[src/rtl/wisc_isa_pkg.sv]
// wisc_isa_pkg: WISC opcodes, format and immediate-range classes, encoder FSM state.
package wisc_isa_pkg;
  localparam logic [4:0] OP_HALT  = 5'b00000;
  localparam logic [4:0] OP_NOP   = 5'b00001;
  localparam logic [4:0] OP_SIIC  = 5'b00010;
  localparam logic [4:0] OP_RTI   = 5'b00011;
  localparam logic [4:0] OP_J     = 5'b00100;
  localparam logic [4:0] OP_JR    = 5'b00101;
  localparam logic [4:0] OP_JAL   = 5'b00110;
  localparam logic [4:0] OP_JALR  = 5'b00111;
  localparam logic [4:0] OP_ADDI  = 5'b01000;
  localparam logic [4:0] OP_SUBI  = 5'b01001;
  localparam logic [4:0] OP_XORI  = 5'b01010;
  localparam logic [4:0] OP_ANDNI = 5'b01011;
  localparam logic [4:0] OP_BEQZ  = 5'b01100;
  localparam logic [4:0] OP_BNEZ  = 5'b01101;
  localparam logic [4:0] OP_BLTZ  = 5'b01110;
  localparam logic [4:0] OP_BGEZ  = 5'b01111;
  localparam logic [4:0] OP_ST    = 5'b10000;
  localparam logic [4:0] OP_LD    = 5'b10001;
  localparam logic [4:0] OP_SLBI  = 5'b10010;
  localparam logic [4:0] OP_STU   = 5'b10011;
  localparam logic [4:0] OP_ROLI  = 5'b10100;
  localparam logic [4:0] OP_SLLI  = 5'b10101;
  localparam logic [4:0] OP_RORI  = 5'b10110;
  localparam logic [4:0] OP_SRLI  = 5'b10111;
  localparam logic [4:0] OP_LBI   = 5'b11000;
  localparam logic [4:0] OP_BTR   = 5'b11001;
  localparam logic [4:0] OP_SHF   = 5'b11010;
  localparam logic [4:0] OP_ALU   = 5'b11011;
  localparam logic [4:0] OP_SEQ   = 5'b11100;
  localparam logic [4:0] OP_SLT   = 5'b11101;
  localparam logic [4:0] OP_SLE   = 5'b11110;
  localparam logic [4:0] OP_SCO   = 5'b11111;

  typedef enum logic [2:0] {FMT_I1, FMT_R, FMT_I2, FMT_J, FMT_NONE} fmt_e;
  typedef enum logic [2:0] {RNG_S5, RNG_U5, RNG_U4, RNG_S8, RNG_U8, RNG_S11, RNG_NONE} rng_e;
  typedef enum logic [2:0] {S_IDLE, S_RUN, S_WR1, S_WR2, S_DONE} state_e;

  function automatic fmt_e op_fmt(input logic [4:0] op);
    case (op)
      OP_ADDI, OP_SUBI, OP_XORI, OP_ANDNI, OP_ROLI, OP_SLLI, OP_RORI, OP_SRLI,
      OP_ST, OP_LD, OP_STU: return FMT_I1;
      OP_BTR, OP_SHF, OP_ALU, OP_SEQ, OP_SLT, OP_SLE, OP_SCO: return FMT_R;
      OP_BEQZ, OP_BNEZ, OP_BLTZ, OP_BGEZ, OP_JR, OP_JALR, OP_LBI, OP_SLBI: return FMT_I2;
      OP_J, OP_JAL: return FMT_J;
      default: return FMT_NONE;
    endcase
  endfunction

  function automatic rng_e op_rng(input logic [4:0] op);
    case (op)
      OP_ADDI, OP_SUBI, OP_ST, OP_LD, OP_STU: return RNG_S5;
      OP_XORI, OP_ANDNI: return RNG_U5;
      OP_ROLI, OP_SLLI, OP_RORI, OP_SRLI: return RNG_U4;
      OP_BEQZ, OP_BNEZ, OP_BLTZ, OP_BGEZ, OP_JR, OP_JALR, OP_LBI: return RNG_S8;
      OP_SLBI: return RNG_U8;
      OP_J, OP_JAL: return RNG_S11;
      default: return RNG_NONE;
    endcase
  endfunction

  function automatic logic in_range(input rng_e r, input logic [15:0] imm);
    logic signed [15:0] v;
    v = imm;
    case (r)
      RNG_S5: return v >= -16'sd16 && v <= 16'sd15;
      RNG_U5: return v >= 16'sd0 && v <= 16'sd31;
      RNG_U4: return v >= 16'sd0 && v <= 16'sd15;
      RNG_S8: return v >= -16'sd128 && v <= 16'sd127;
      RNG_U8: return v >= 16'sd0 && v <= 16'sd255;
      RNG_S11: return v >= -16'sd1024 && v <= 16'sd1023;
      default: return 1'b1;
    endcase
  endfunction
endpackage

[src/rtl/wisc_instr_encoder_if.sv]
// wisc_instr_encoder_if: request handshake and instruction-memory write port.
interface wisc_instr_encoder_if;
  logic req_valid;
  logic req_ready;
  logic [4:0] req_opcode;
  logic [1:0] req_mode;
  logic req_li;
  logic [2:0] req_rs;
  logic [2:0] req_rt;
  logic [2:0] req_rd;
  logic [15:0] req_imm;
  logic mem_wr_en;
  logic [15:0] mem_addr;
  logic [15:0] mem_wr_data;
  logic mem_ready;
  modport master (
    output req_valid, req_opcode, req_mode, req_li, req_rs, req_rt, req_rd, req_imm, mem_ready,
    input req_ready, mem_wr_en, mem_addr, mem_wr_data
  );
  modport slave (
    input req_valid, req_opcode, req_mode, req_li, req_rs, req_rt, req_rd, req_imm, mem_ready,
    output req_ready, mem_wr_en, mem_addr, mem_wr_data
  );
endinterface

[src/rtl/wisc_instr_fmt.sv]
// wisc_instr_fmt: packs one request into its instruction word(s) and range-checks the immediate.
module wisc_instr_fmt
  import wisc_isa_pkg::*;
(
    input  logic        li,
    input  logic [4:0]  opcode,
    input  logic [1:0]  mode,
    input  logic [2:0]  rs,
    input  logic [2:0]  rt,
    input  logic [2:0]  rd,
    input  logic [15:0] imm,
    output logic [15:0] word,
    output logic [15:0] word2,
    output logic        two,
    output logic        legal
);
    fmt_e fmt;
    logic [2:0] ra;
    logic short_li;
    logic [15:0] op_word;
    assign fmt = op_fmt(opcode);
    // LBI/SLBI carry their destination in the rs slot
    assign ra = (opcode == OP_LBI || opcode == OP_SLBI) ? rd : rs;
    assign short_li = in_range(RNG_S8, imm);
    always_comb begin
        case (fmt)
            FMT_I1:  op_word = {opcode, rs, rd, imm[4:0]};
            FMT_R:   op_word = {opcode, rs, rt, rd, mode};
            FMT_I2:  op_word = {opcode, ra, imm[7:0]};
            FMT_J:   op_word = {opcode, imm[10:0]};
            default: op_word = {opcode, 11'b0};
        endcase
    end
    assign word  = li ? {OP_LBI, rd, short_li ? imm[7:0] : imm[15:8]} : op_word;
    assign word2 = {OP_SLBI, rd, imm[7:0]};
    assign two   = li && !short_li;
    assign legal = li || in_range(op_rng(opcode), imm);
endmodule

[src/rtl/wisc_instr_encoder.sv]
// wisc_instr_encoder: accepts instruction requests and writes the encoded words
// sequentially into instruction memory.
module wisc_instr_encoder
  import wisc_isa_pkg::*;
#(
    parameter logic [15:0] RESET_BASE = 16'h0000
) (
    input  logic                 clk,
    input  logic                 rst_n,
    input  logic                 start,
    input  logic [15:0]          base_addr,
    wisc_instr_encoder_if.slave  bus,
    output logic                 err,
    output logic                 done
);
    state_e state;
    logic [15:0] word, word2, word2_q;
    logic two, two_q, legal, halt;

    wisc_instr_fmt u_fmt (
        .li(bus.req_li),
        .opcode(bus.req_opcode),
        .mode(bus.req_mode),
        .rs(bus.req_rs),
        .rt(bus.req_rt),
        .rd(bus.req_rd),
        .imm(bus.req_imm),
        .word(word),
        .word2(word2),
        .two(two),
        .legal(legal)
    );

    assign halt = bus.mem_wr_data[15:11] == OP_HALT;

    always_ff @(posedge clk or negedge rst_n) begin
        if (!rst_n) begin
            state           <= S_IDLE;
            bus.mem_addr    <= RESET_BASE;
            bus.mem_wr_en   <= 1'b0;
            bus.mem_wr_data <= 16'h0000;
            bus.req_ready   <= 1'b0;
            word2_q         <= 16'h0000;
            two_q           <= 1'b0;
            err             <= 1'b0;
            done            <= 1'b0;
        end else begin
            err <= 1'b0;
            // start outranks any write handshake in the same cycle
            if (start) begin
                state         <= S_RUN;
                bus.mem_addr  <= base_addr & 16'hFFFE;
                bus.mem_wr_en <= 1'b0;
                bus.req_ready <= 1'b1;
                two_q         <= 1'b0;
                done          <= 1'b0;
            end else begin
                case (state)
                    S_RUN: if (bus.req_valid) begin
                        if (legal) begin
                            state           <= S_WR1;
                            bus.mem_wr_en   <= 1'b1;
                            bus.mem_wr_data <= word;
                            bus.req_ready   <= 1'b0;
                            word2_q         <= word2;
                            two_q           <= two;
                        end else begin
                            err <= 1'b1;
                        end
                    end
                    S_WR1: if (bus.mem_ready) begin
                        bus.mem_addr <= bus.mem_addr + 16'd2;
                        if (two_q) begin
                            state           <= S_WR2;
                            bus.mem_wr_data <= word2_q;
                            two_q           <= 1'b0;
                        end else begin
                            state         <= halt ? S_DONE : S_RUN;
                            bus.mem_wr_en <= 1'b0;
                            bus.req_ready <= !halt;
                            done          <= halt;
                        end
                    end
                    S_WR2: if (bus.mem_ready) begin
                        state         <= S_RUN;
                        bus.mem_addr  <= bus.mem_addr + 16'd2;
                        bus.mem_wr_en <= 1'b0;
                        bus.req_ready <= 1'b1;
                    end
                    default: ;
                endcase
            end
        end
    end
endmodule

[src/flat_wrapper.sv]
// flat-port wrapper written by rule: the top's interface ports become plain ports
module wisc_instr_encoder_flat import wisc_isa_pkg::*;
#(
    parameter logic [15:0] RESET_BASE = 16'h0000
)
  (clk, rst_n, start, base_addr, err, done, bus_req_valid, bus_req_opcode, bus_req_mode, bus_req_li, bus_req_rs, bus_req_rt, bus_req_rd, bus_req_imm, bus_mem_ready, bus_req_ready, bus_mem_wr_en, bus_mem_addr, bus_mem_wr_data);
  wisc_instr_encoder_if bus_i ();
  input  logic clk;
  input  logic rst_n;
  input  logic start;
  input  logic [15:0] base_addr;
  output logic err;
  output logic done;
  input wire logic [$bits(bus_i.req_valid)-1:0] bus_req_valid;
  input wire logic [$bits(bus_i.req_opcode)-1:0] bus_req_opcode;
  input wire logic [$bits(bus_i.req_mode)-1:0] bus_req_mode;
  input wire logic [$bits(bus_i.req_li)-1:0] bus_req_li;
  input wire logic [$bits(bus_i.req_rs)-1:0] bus_req_rs;
  input wire logic [$bits(bus_i.req_rt)-1:0] bus_req_rt;
  input wire logic [$bits(bus_i.req_rd)-1:0] bus_req_rd;
  input wire logic [$bits(bus_i.req_imm)-1:0] bus_req_imm;
  input wire logic [$bits(bus_i.mem_ready)-1:0] bus_mem_ready;
  output wire logic [$bits(bus_i.req_ready)-1:0] bus_req_ready;
  output wire logic [$bits(bus_i.mem_wr_en)-1:0] bus_mem_wr_en;
  output wire logic [$bits(bus_i.mem_addr)-1:0] bus_mem_addr;
  output wire logic [$bits(bus_i.mem_wr_data)-1:0] bus_mem_wr_data;
  assign bus_i.req_valid = bus_req_valid;
  assign bus_i.req_opcode = bus_req_opcode;
  assign bus_i.req_mode = bus_req_mode;
  assign bus_i.req_li = bus_req_li;
  assign bus_i.req_rs = bus_req_rs;
  assign bus_i.req_rt = bus_req_rt;
  assign bus_i.req_rd = bus_req_rd;
  assign bus_i.req_imm = bus_req_imm;
  assign bus_i.mem_ready = bus_mem_ready;
  assign bus_req_ready = bus_i.req_ready;
  assign bus_mem_wr_en = bus_i.mem_wr_en;
  assign bus_mem_addr = bus_i.mem_addr;
  assign bus_mem_wr_data = bus_i.mem_wr_data;
  wisc_instr_encoder #(.RESET_BASE(RESET_BASE)) u_core (.clk(clk), .rst_n(rst_n), .start(start), .base_addr(base_addr), .bus(bus_i), .err(err), .done(done));
endmodule
[config.mk]
export PLATFORM = sky130hd
export DESIGN_NAME = wisc_instr_encoder_flat
export DESIGN_NICKNAME = d
export VERILOG_FILES = /design/src/rtl/wisc_isa_pkg.sv /design/src/rtl/wisc_instr_encoder_if.sv /design/src/rtl/wisc_instr_fmt.sv /design/src/rtl/wisc_instr_encoder.sv /design/src/flat_wrapper.sv
export SDC_FILE = /design/constraint.sdc
export NUM_CORES = 1
export LEC_CHECK = 0
export ABC_AREA = 1
export ABC_CLOCK_PERIOD_IN_PS = 3600
export CORE_MARGIN = 2
export CORE_UTILIZATION = 56
export DETAILED_ROUTE_END_ITERATION = 8
export GPL_ROUTABILITY_DRIVEN = 0
export PLACE_DENSITY = 0.89
export SETUP_SLACK_MARGIN = 0.4
export SLEW_MARGIN = 30
export SYNTH_ARGS = -nofsm -noshare
export SYNTH_HDL_FRONTEND = slang
export SYNTH_HIERARCHICAL = 1
export SYNTH_SLANG_ARGS = --single-unit
[constraint.sdc]
create_clock -name clk -period 3.6 [get_ports clk]
set_clock_uncertainty 0.05 [all_clocks]
set_input_delay 0.9 -clock clk [delete_from_list [all_inputs] [get_ports clk]]
set_output_delay 0.9 -clock clk [all_outputs]
set_load 0.005 [all_outputs]
After elaboration in Yosys (flattened, before gate mapping)
Memories as Yosys holds them, arrays and structs flattened.
Cells that the tools add are included.
Storage, ports and cells
  ROM bits: 192
  RAM bits: 0
  input port bits: 54
  logic and storage cells: 120
  latch bits: 0
  register bits after elaboration: 52
  output and inout port bits: 36
  memories: 2
Memories
  (name not given): depth 32, width 3, rd ports 1, clocked after Yosys merged registers in 0, wr ports 0, RTL line wisc_isa_pkg.sv:52  | case (op)
  (name not given): depth 32, width 3, rd ports 1, clocked after Yosys merged registers in 0, wr ports 0, RTL line wisc_isa_pkg.sv:41  | case (op)
Operators by class
  eq/ne operators: 23
  add/subtract/negate cells: 1
  div/mod/pow operators: 0
  bitwise operators: 1
  multiply operators: 0
  reduce and logical (&&, ||, !) cells: 28
  shifts and indexed selects: 0
  $lt $le $gt $ge: 9
  multiplexer cells: 47
Operator list (number)
  $mux W16: 8
  $pmux W11 S4: 1
  $pmux W16 S2: 1
  $mux W3: 8
  $mux W1: 23
  $eq A3 B2 Y1 const B: 6
  $add A16 B2 Y16 const B: 1
  $ge A16 B1 Y1 const B: 1
  $ge A16 B11 Y1 const B: 1
  $ge A16 B5 Y1 const B: 1
  $ge A16 B8 Y1 const B: 1
  $le A16 B11 Y1 const B: 1
  $le A16 B5 Y1 const B: 1
  $le A16 B6 Y1 const B: 1
  $le A16 B8 Y1 const B: 1
  $le A16 B9 Y1 const B: 1
  $ne A3 B3 Y1 const B: 4
  $reduce_and A6 Y1: 2
  $eq A5 B5 Y1 const B: 2
  $eq A3 B1 Y1 const B: 3
  $pmux W3 S3: 1
  $mux W8: 1
  $reduce_and A4 Y1: 2
  $reduce_bool A2 Y1: 4
  19 further kinds: 33

Longest topological paths before layout
Gate-level depths: netlist of run 1.
  depth in word-level cells: 8
  depth in mapped cells: 15
  mapped depth without buffers: 15

Cells and area by module
Netlist of run 1, hierarchy kept.
By module, submodules not included
  wisc_instr_encoder: area each 2980.4 um^2, seq. area each 1376.3 um^2, cells an instance 411, times used 1
  wisc_instr_fmt: area each 1057.3 um^2, seq. area each 0.0 um^2, cells an instance 225, times used 1

Worst setup path after synthesis of run 1
OpenSTA, ideal clock, no wires.
  path kind: input -> register
  start: input bus_req_imm[12]
  end: register u_core.bus.mem_wr_data[10]
  setup time: 0.118 ns
  stages on the path: 15
  slack: 1.038 ns
  data required time: 3.432 ns
  buffers on the path: 1
  data arrival time: 2.394 ns
  path through: nor2_1 -> nand2_1 -> nor2_1 -> nand2_1 -> nand2_2 -> inv_1 -> nor2_1 -> nor2_1 -> nand3_1 -> nor2_1 -> nor2_4 -> nand3_4 -> buf_6 -> nand2_1 -> nand2_1
Between the ends
  longest elaborated chain between the ends: 6
  elaborated cells on any way between the ends: 19
  classes of those cells: order compare: 9; eq/ne: 1; mux: 1; reduce/logical: 8
Ends and longest elaborated chain
  from (decl): RTL line flat_wrapper.sv:21  | input wire logic [$bits(bus_i.req_imm)-1:0] bus_req_imm;
  $ge A16 B11 Y1 (tied with other cells): RTL line wisc_isa_pkg.sv:72  | RNG_S11: return v >= -16'sd1024 && v <= 16'sd1023;
  $logic_and A1 B1 Y1 (tied with other cells): RTL line wisc_isa_pkg.sv:72
  $pmux W1 S6 *: RTL line wisc_isa_pkg.sv:66  | case (r)
  $logic_or A1 B1 Y1 *: RTL line wisc_instr_fmt.sv:37  | assign legal = li || in_range(op_rng(opcode), imm);
  net u_core.legal: RTL line wisc_instr_encoder.sv:18  | logic two, two_q, legal, halt;
  $ne A2 B1 Y1 (no source line) *
  $reduce_and A6 Y1 (no source line) *
  to (signal assigned): RTL line wisc_instr_encoder.sv:63  | bus.mem_wr_data <= word;
  to (signal assigned): RTL line wisc_instr_encoder.sv:75  | bus.mem_wr_data <= word2_q;
  to (decl): RTL line wisc_instr_encoder_if.sv:22  | output req_ready, mem_wr_en, mem_addr, mem_wr_data
The timed path passes the listed nets; every way through them passes the cells marked *.
A chain may end at the register's enable or synchronous reset.

Worst setup path in the final report of run 1
  start: input bus_req_opcode[2]
  end: register u_core.bus.mem_wr_data[1]
Between the ends
  elaborated cells on any way between the ends: 21
  classes of those cells: eq/ne: 9; mux: 6; reduce/logical: 4; memory: 2
RTL lines
  from (decl): RTL line flat_wrapper.sv:15  | input wire logic [$bits(bus_i.req_opcode)-1:0] bus_req_opcode;
  $mem_v2 Z32 W3 *
  $eq A3 B3 Y1 (tied with other cells): RTL line wisc_isa_pkg.sv:66
  $pmux W1 S6 *: RTL line wisc_isa_pkg.sv:66
  $logic_or A1 B1 Y1 *: RTL line wisc_instr_fmt.sv:37
  net u_core.legal: RTL line wisc_instr_encoder.sv:18
  $ne A2 B1 Y1 (no source line) *
  $reduce_and A6 Y1 (no source line) *
The timed path passes the listed nets; every way through them passes the cells marked *. The select of a mux whose other input is x is not followed.

==> impl_metrics.yaml, run 1 <==
drt:
  drt-initial-drc-count: 475
  dr.pass1.iters: 5
  wl_per_cell_um: 13.4
  vias: 4386
  drc: 0
  viasPerCell: 5.45
  antenna_left: 0
  wirelength_mm: 10.8
die:
  rows: 30
  die_area_sq_um: 7900
  fp.coreArea_sq_um: 6870
  die_x_um: 88.9
  die_h_um: 88.9
  io_pins: 90
  start_util: 0.588
yosys:
  syn_inst: 636
  synth_top_area_frac: 0.341
  yosysMostFrequentCell: "nand2_1"
  synth.largest_area_cell: "dfrtp_1"
  synth_flop_cell: "dfrtp_1"
  syn_area_sq_um: 4040
  synth-edff-count: 0
  ys_top_cells_by_area: "dfrtp_1 34%, nand2_1 20%, nor2_1 8.4%"
  synthTopCellsByCount: "215 x nand2_1, 90 x nor2_1, 55 x dfrtp_1, 55 x inv_1, 42 x nand3_1"
  ys_seq_area_frac: 0.341
  synth.avg_cell_area_sq_um: 6.35
  async_flop_share: 1.00
  netlist-cell-type-count: 34
  yosysWarningCount: 6
  synth-seq-cells: 55
pwr:
  p_total_mw: 2.98
  power-per-cell-area_nw_per_um2: 592
  leakage_nw: 2.56
  vdd_drop_max_mv: 0.239
final_layout:
  final_nets: 763
  syn_to_final_growth_pct: 24.7
  final_layout_size_suffix_gt1_frac: 0.0748
  stdcell_count: 805
  diodes: 0
clock_tree:
  cts_buffer_depth: 2
  insertion_delay_ps: 310
  cts_setup_buffers: 0
  cts_inserted_buffers: 5
  htree_levels: 2
  cts_tree: "done"
  clock_sinks: 55
  cts-root-buf: "clkbuf_8"
  path_clk_slew_ps: 90
run_status:
  status: "finished, final reports clean"
worst_hold_path:
  hold_path_class: "flop to flop"
  min_from: "u_core/bus.mem_wr_data[7]"
  whs_path_depth: 2
  min_to: "u_core/bus.mem_wr_data[7]"
critical_path:
  r2r_setup_slack_ps: 1460
  reg2reg_from: "u_core/state[0]"
  critPathMaxFanout: 8
  rr_worst_depth: 6
  crit_required_ps: 3750
  crit_type: "primary input to flop"
  startpoint_type: "primary input"
  end_kind: "flop"
  regToRegEndpoint: "u_core/bus.mem_wr_data[1]"
  cp.arrival_ps: 3120
sta:
  rsz0062_at_grt: "no"
  max_freq_ghz: 0.336
  timing.final.crit_share: 0.826
  hold_viol_final: 0
  fin_tns_setup_ps: 0
  maxSlewHeadroom: 0.544
  min_period_ps: 2970
  worst_pin_slew_ps: 683
  hold_slack_ps: 447
  drv_slew: 0
  finalSetupViolCount: 0
placement:
  numPortBuffers: 87
  dp_hpwl_mm: 8.16
  dp_cells: 796
global_route:
  grt_pass1_vias: 3850
  grt_max_degree: 56
  grt-ovfl-total: 0
  grt_use_total: 0.273
  grt_pass1_wl_mm: 17.2
  grt_antenna_before_repair: 0
job:
  maxCapViolCount: 0
worst max-delay path, cell delays in order:
cell and delay (ps):
clkdlybuf4s50_1 540, nor2_1 360, nand2_2 160, nand3_4 140
nand2_4 90, nand3_1 80, nor2_1 60, nand3_2 100
nor2_1 90, nor2_4 230, nand3_4 170, nand2_1 130
nand2_1 70
metrics by stage:
| stage | area [sq um] | util | worst slack [ps] |
|---|---|---|---|
| final | 5030 | 0.733 | 626 |
| after global routing | 5030 | 0.733 | 441 |
| after global placement | 4890 | 0.711 | 382 |
| after detailed placement | 4890 | 0.711 | 232 |
| after CTS | 5000 | 0.729 | 552 |
| after floorplan | 4050 | - | 1040 |
flip-flops by register name (all words and copies together), names as in the netlist:
name	cells
u_core/bus.mem_wr_data	16
u_core/bus.req_ready	1
u_core/err	1
u_core/word2_q	16
u_core/state	3
u_core/bus.mem_addr	15
u_core/bus.mem_wr_en	1
u_core/done	1
u_core/two_q	1
worst max path at each step:
stage	slack [ps]	endpoint	startpoint
final	630	u_core/bus.mem_wr_data[1]	bus_req_opcode[2]
after global routing	440	u_core/bus.mem_wr_data[15]	bus_req_imm[15]
after CTS	550	u_core/bus.mem_wr_data[1]	bus_req_imm[10]
after detailed placement	230	u_core/bus.mem_wr_data[1]	bus_req_imm[10]
after global placement	380	u_core/bus.mem_wr_data[4]	bus_req_imm[10]
after floorplan	1040	u_core/bus.mem_wr_data[10]	bus_req_imm[12]
power by group:
part	leakage (nW)	internal [mW]	switching, mW
sequential	0.656	0.890	0.205
combinational	1.84	0.654	0.804
clock	0.0612	0.225	0.200
cells in the final DEF, fill, tap and decap left out, types with 7 or more instances in the layout:
cell and n:
o21ai_1 9, inv_2 9, o21ai_0 38, clkdlybuf4s50_1 86, a21oi_1 25, nand3_1 41, nand2_2 7, inv_1 54
buf_4 8, nand4_1 24, nor2_1 89, nand2_1 215, dfrtp_1 55
logic make-up (layout without fill, tap and decap cells):
group / after synthesis / after routing / synth area share
adders and majority gates: 1 / 1 / 0.00310
DFF: 55 / 55 / 0.341
other: 3 / 6 / 0.00279
buffers and inverters: 99 / 168 / 0.113
AOI/OAI and AO/OA: 81 / 81 / 0.107
and+or+nand+nor: 397 / 398 / 0.433
layout make-up:
| class | count | area, sq um |
|---|---|---|
| Clock buffer | 6 | 82.6 |
| Clock inverter | 2 | 35.0 |
| Fill cell | 554 | 1840 |
| Inverter | 64 | 240 |
| Multi-Input combinational cell | 486 | 2240 |
| Sequential cell | 55 | 1380 |
| Tap cell | 96 | 120 |
| Timing Repair Buffer | 96 | 937 |
repair_timing:
action | in CTS | in global routing
endpoints found under the setup margin | 0 | 29
resized for setup | 0 | 5
hold buffers | 0 | 0
routing by layer:
| metal | vias to the layer above | global-route usage | wire length, um |
|---|---|---|---|
| met4 | 0 | 0.0799 | 157 |
| met5 | - | 0 | 0 |
| met2 | 227 | 0.438 | 5030 |
| met1 | 1996 | 0.385 | 4610 |
| met3 | 15 | 0.0388 | 1020 |
| li1 | 2148 | - | - |
No activity file was read; power rests on OpenSTA's default activity.
==> run 2, diff against run 1 <==
Settings changed: ABC_CLOCK_PERIOD_IN_PS 3600 to 2400, CORE_UTILIZATION 56 to 47, PLACE_DENSITY 0.89 to 0.8.
Clock period 3.6 ns to 2.4 ns, I/O delays scaled along.
==> impl_metrics.yaml, run 2 (synthesized netlist as in run 1, its figures left out) <==
critical_path:
  critPathBufInv: 4
  reg2reg_from: "u_core/state[2]"
  crit_start: "bus_req_imm[15]"
  startpoint_type: "primary input"
  path_common_cell: "nor2_4"
  critical-path-top-delay-family: "simple AND/OR/NAND/NOR gates"
  end_kind: "flop"
  critical_path.cell_chain: "buf_6, nor2_4, buf_4, buf_4, nand3_1, nand2_1, nand2_1, nand3_4, nor2_4, nand3_4, nor2_4, nor2_4, buf_6, nand3_4, nand2_2, nand2_1"
  crit_required_ps: 2550
  critPathMaxFanout: 8
  crit_type: "primary input to flop"
  max_stage_delay_ps: 180
  cp.arrival_ps: 2210
  slowest_stage: "nor2_4"
pwr:
  vdd_drop_max_mv: 0.391
  leakage_nw: 2.99
  power-per-cell-area_nw_per_um2: 809
  p_total_mw: 4.79
die:
  die_area_sq_um: 9350
  rows: 33
  die_h_um: 96.7
  io_pins: 90
  start_util: 0.489
  fp.coreArea_sq_um: 8260
  die_x_um: 96.7
placement:
  placed_area_sq_um: 5340
  numPortBuffers: 87
  dp_hpwl_mm: 8.45
final_layout:
  syn_to_final_growth_pct: 46.8
  fillers: 633
  finalInstanceArea_sq_um: 5930
  diodes: 0
  seqCellArea_sq_um: 1380
  layout_commonest_cell: "nand2_1"
  final_layout_size_suffix_gt1_frac: 0.256
  final_cell_mix: "200 x nand2_1, 68 x nor2_1, 66 x buf_4"
  reg.largest.list: "u_core/bus.mem_wr_data (16), u_core/word2_q (16), u_core/bus.mem_addr (15)"
  final_nets: 831
  multi_input_area_sq_um: 2520
drt:
  drt-initial-drc-count: 354
  drc: 0
  dr.pass1.iters: 5
  met1_length_mm: 4.84
  vias: 4713
  dr.max_layer_used: "met4"
  viasPerCell: 5.34
  antenna_left: 0
  wirelength_mm: 12.3
  met2_length_mm: 6.08
  dr_wl_met3_um: 927
  wl_per_cell_um: 13.9
sta:
  rsz0062_at_grt: "yes"
  hold_slack_ps: 132
  timing.final.crit_share: 0.856
  drv_slew: 0
  max_freq_ghz: 0.487
  min_period_ps: 2050
  finalSetupViolCount: 0
  fin_tns_setup_ps: 0
  hold_viol_final: 0
clock_tree:
  insertion_delay_ps: 310
  htree_levels: 2
  cts_buffer_depth: 2
  path_clk_slew_ps: 100
  cts_tree: "done"
  cts-root-buf: "clkbuf_8"
  cts_inserted_buffers: 5
  clock_sinks: 55
global_route:
  grt_pass1_wl_mm: 20.5
  grt-ovfl-total: 0
  grt_use_total: 0.258
  grt_antenna_before_repair: 0
  grt_max_degree: 44
  grt_pass1_vias: 4613
job:
  maxCapViolCount: 0
worst_hold_path:
  hold_path_class: "primary input to asynchronous set/reset pin"
run_status:
  status: "finished, final reports clean"
## run 2: path summary, 6_finish.rpt
check                      slack, ps                    endpoint  depth (start not counted)
max                              350  u_core/bus.mem_wr_data[13]                         16
min                              130      u_core/bus.mem_addr[3]                          1
max reg2reg                      760                u_core/two_q                          7
min reg2reg                      430        u_core/bus.mem_wr_en                          2
max in group asynchronous       1610     u_core/bus.mem_addr[11]                          2
min in group clk                 430        u_core/bus.mem_wr_en                          2
## run 2: layout make-up
class,instances,share of cell area
tap,105,0.0222
sequential,55,0.233
multi-input combinational,486,0.425
clock buffer,6,0.0122
timing repair buffer,164,0.263
inverter,64,0.0422
clock inverter,2,0.00211
## run 2: report_power, final
group | switching, mW | internal [mW] | total (mW)
sequential | 0.301 | 1.34 | 1.64
clock | 0.299 | 0.205 | 0.503
combinational | 1.38 | 1.27 | 2.65
total | 1.98 | 2.82 | 4.79
## run 2: timing repair
| action | in CTS | in global routing |
|---|---|---|
| pin swaps | 25 | 5 |
| setup endpoints to repair | 39 | 49 |
| gates resized for setup | 118 | 51 |
| hold buffers | 0 | 0 |
| hold endpoints to repair | 0 | 0 |
| buffers inserted | 10 | 7 |
| cloned | 3 | 1 |
## run 2: per-layer routing
layer  up-vias  global-route usage
li1       2280                   -
met1      2151               0.312
met2       246               0.463
met3        36              0.0296
met4         0               0.109
met5         -                   0
## run 2: worst register-to-register path, stage by stage (launching register included)
cell	delay (ps)
dfrtp_1	420
nor2_4	210
nand2_2	120
o21ai_4	240
buf_4	270
nand2_1	100
nand2_1	60
o21ai_0	70
## run 2: stage by stage
stage                     setup WS, ps  utilization  std cells
final                              346        0.718        882
after global routing               260        0.718        882
after CTS                          389        0.687        874
after detailed placement          -471        0.647        853
after global placement            -439        0.647        853
after floorplan                    265            -        639
==> run 3, diff against run 2 <==
Settings changed: PLACE_DENSITY 0.8 to 0.79.
==> impl_metrics.yaml, run 3 (synthesized netlist as in run 1, its figures left out) <==
global_route:
  grt_pass1_wl_mm: 20.8
  grt_antenna_before_repair: 0
  grt_use_total: 0.262
  grt-ovfl-total: 0
  grt_pass1_vias: 4645
  grt_max_degree: 31
drt:
  drt-initial-drc-count: 379
  viasPerCell: 5.46
  wirelength_mm: 13.3
  dr.pass1.iters: 5
  drc: 0
  vias: 4897
  antenna_left: 0
  wl_per_cell_um: 14.8
final_layout:
  stdcell_count: 897
  reg.largest.list: "u_core/bus.mem_wr_data (16), u_core/word2_q (16), u_core/bus.mem_addr (15)"
  diodes: 0
  final_layout_size_suffix_gt1_frac: 0.288
  layout_commonest_cell: "nand2_1"
  final_cell_mix: "189 x nand2_1, 73 x buf_4, 65 x nor2_1"
  syn_to_final_growth_pct: 52.5
  fillers: 597
  final_nets: 846
  seqCellArea_sq_um: 1380
  multi_input_area_sq_um: 2580
pwr:
  p_sw_mw: 2.10
  pwr-share-clk: 0.104
  vdd_drop_max_mv: 0.343
  power.share.sequential: 0.332
  leakage_nw: 3.09
  internal-power_mw: 2.92
  p_comb_frac: 0.564
  p_total_mw: 5.03
  switching_share: 0.419
  power-per-cell-area_nw_per_um2: 817
die:
  io_pins: 90
  start_util: 0.489
  fp.coreArea_sq_um: 8260
  die_area_sq_um: 9350
  die_x_um: 96.7
  rows: 33
  die_h_um: 96.7
critical_path:
  startpoint_type: "primary input"
  critical-path-top-delay-family: "simple AND/OR/NAND/NOR gates"
  max_stage_delay_ps: 150
  critPathBufInv: 4
  critPathMaxFanout: 8
  end_kind: "flop"
  cp.arrival_ps: 2260
  slowest_stage: "nor2_4"
  crit_required_ps: 2550
  critical_path.cell_chain: "buf_12, nor2_4, nand2_4, nand2_4, nand3_4, nand2_4, nand3_2, nor2_2, nand3_2, buf_6, nor2_4, nor2_4, buf_12, buf_12, nand4_1, nand2_2"
  crit_type: "primary input to flop"
sta:
  finalSetupViolCount: 0
  timing.final.crit_share: 0.878
  drv_slew: 0
  hold_viol_final: 0
  min_period_ps: 2110
  fin_ws_ps: 294
  rsz0062_at_grt: "yes"
  fin_tns_setup_ps: 0
  hold_slack_ps: 172
  max_freq_ghz: 0.475
clock_tree:
  htree_levels: 2
  cts_buffer_depth: 2
  cts_inserted_buffers: 5
  path_clk_slew_ps: 110
  insertion_delay_ps: 320
  cts_tree: "done"
  cts-root-buf: "clkbuf_8"
  clock_sinks: 55
job:
  maxCapViolCount: 0
placement:
  dp_cells: 854
  dp_hpwl_mm: 8.54
  numPortBuffers: 87
  place_ws_ps: -527
run_status:
  status: "finished, final reports clean"
worst_hold_path:
  hold_path_class: "primary input to asynchronous set/reset pin"
run 3: power groups by stage:
stage	logic, mW	registers [mW]	clock network, mW
2_1_floorplan	1.25	1.62	0
3_3_place_gp	2.20	1.63	0
3_5_place_dp	2.27	1.66	0
4_1_cts	2.60	1.64	0.521
5_1_grt	3.08	1.72	0.559
6_report	2.83	1.67	0.523
run 3: final timing paths:
check | start | slack, ps | to | depth (start not counted)
max | bus_req_opcode[2] | 290 | u_core/bus.mem_wr_data[1] | 16
min | rst_n | 170 | u_core/bus.mem_addr[1] | 1
max reg2reg | u_core/state[2] | 660 | u_core/word2_q[1] | 7
min reg2reg | u_core/bus.req_ready | 430 | u_core/bus.req_ready | 2
max in group asynchronous | rst_n | 1450 | u_core/bus.mem_wr_data[1] | 2
min in group clk | u_core/bus.req_ready | 430 | u_core/bus.req_ready | 2
run 3: cell type report:
class | count | share of cell area
multi-input cells | 486 | 0.418
repair buffers | 179 | 0.283
flip-flops and latches | 55 | 0.224
inverters | 64 | 0.0402
well taps | 105 | 0.0213
clock buffers | 6 | 0.0118
clock inverters | 2 | 0.00203
run 3: through the flow:
| step | area [sq um] | utilization |
|---|---|---|
| after floorplan | 4100 | - |
| after global placement | 5340 | 0.646 |
| after detailed placement | 5340 | 0.646 |
| after CTS | 5860 | 0.710 |
| after global routing | 6160 | 0.745 |
| final | 6160 | 0.745 |
run 3: metal layers:
metal  wire [um]  vias up  global-route usage
met3         878       36              0.0412
met1        5280     2286               0.325
met2        6690      252               0.454
met5           0        -                   0
met4         404        0               0.108
li1            -     2323                   -
run 3: what timing repair did:
item                                    4_1_cts  5_1_grt
hold buffers                                  0        0
resized for setup                           138       76
endpoints found under the setup margin       39       48
pin swaps                                    39       41
cloned                                        4        2
buffers inserted                             24        5
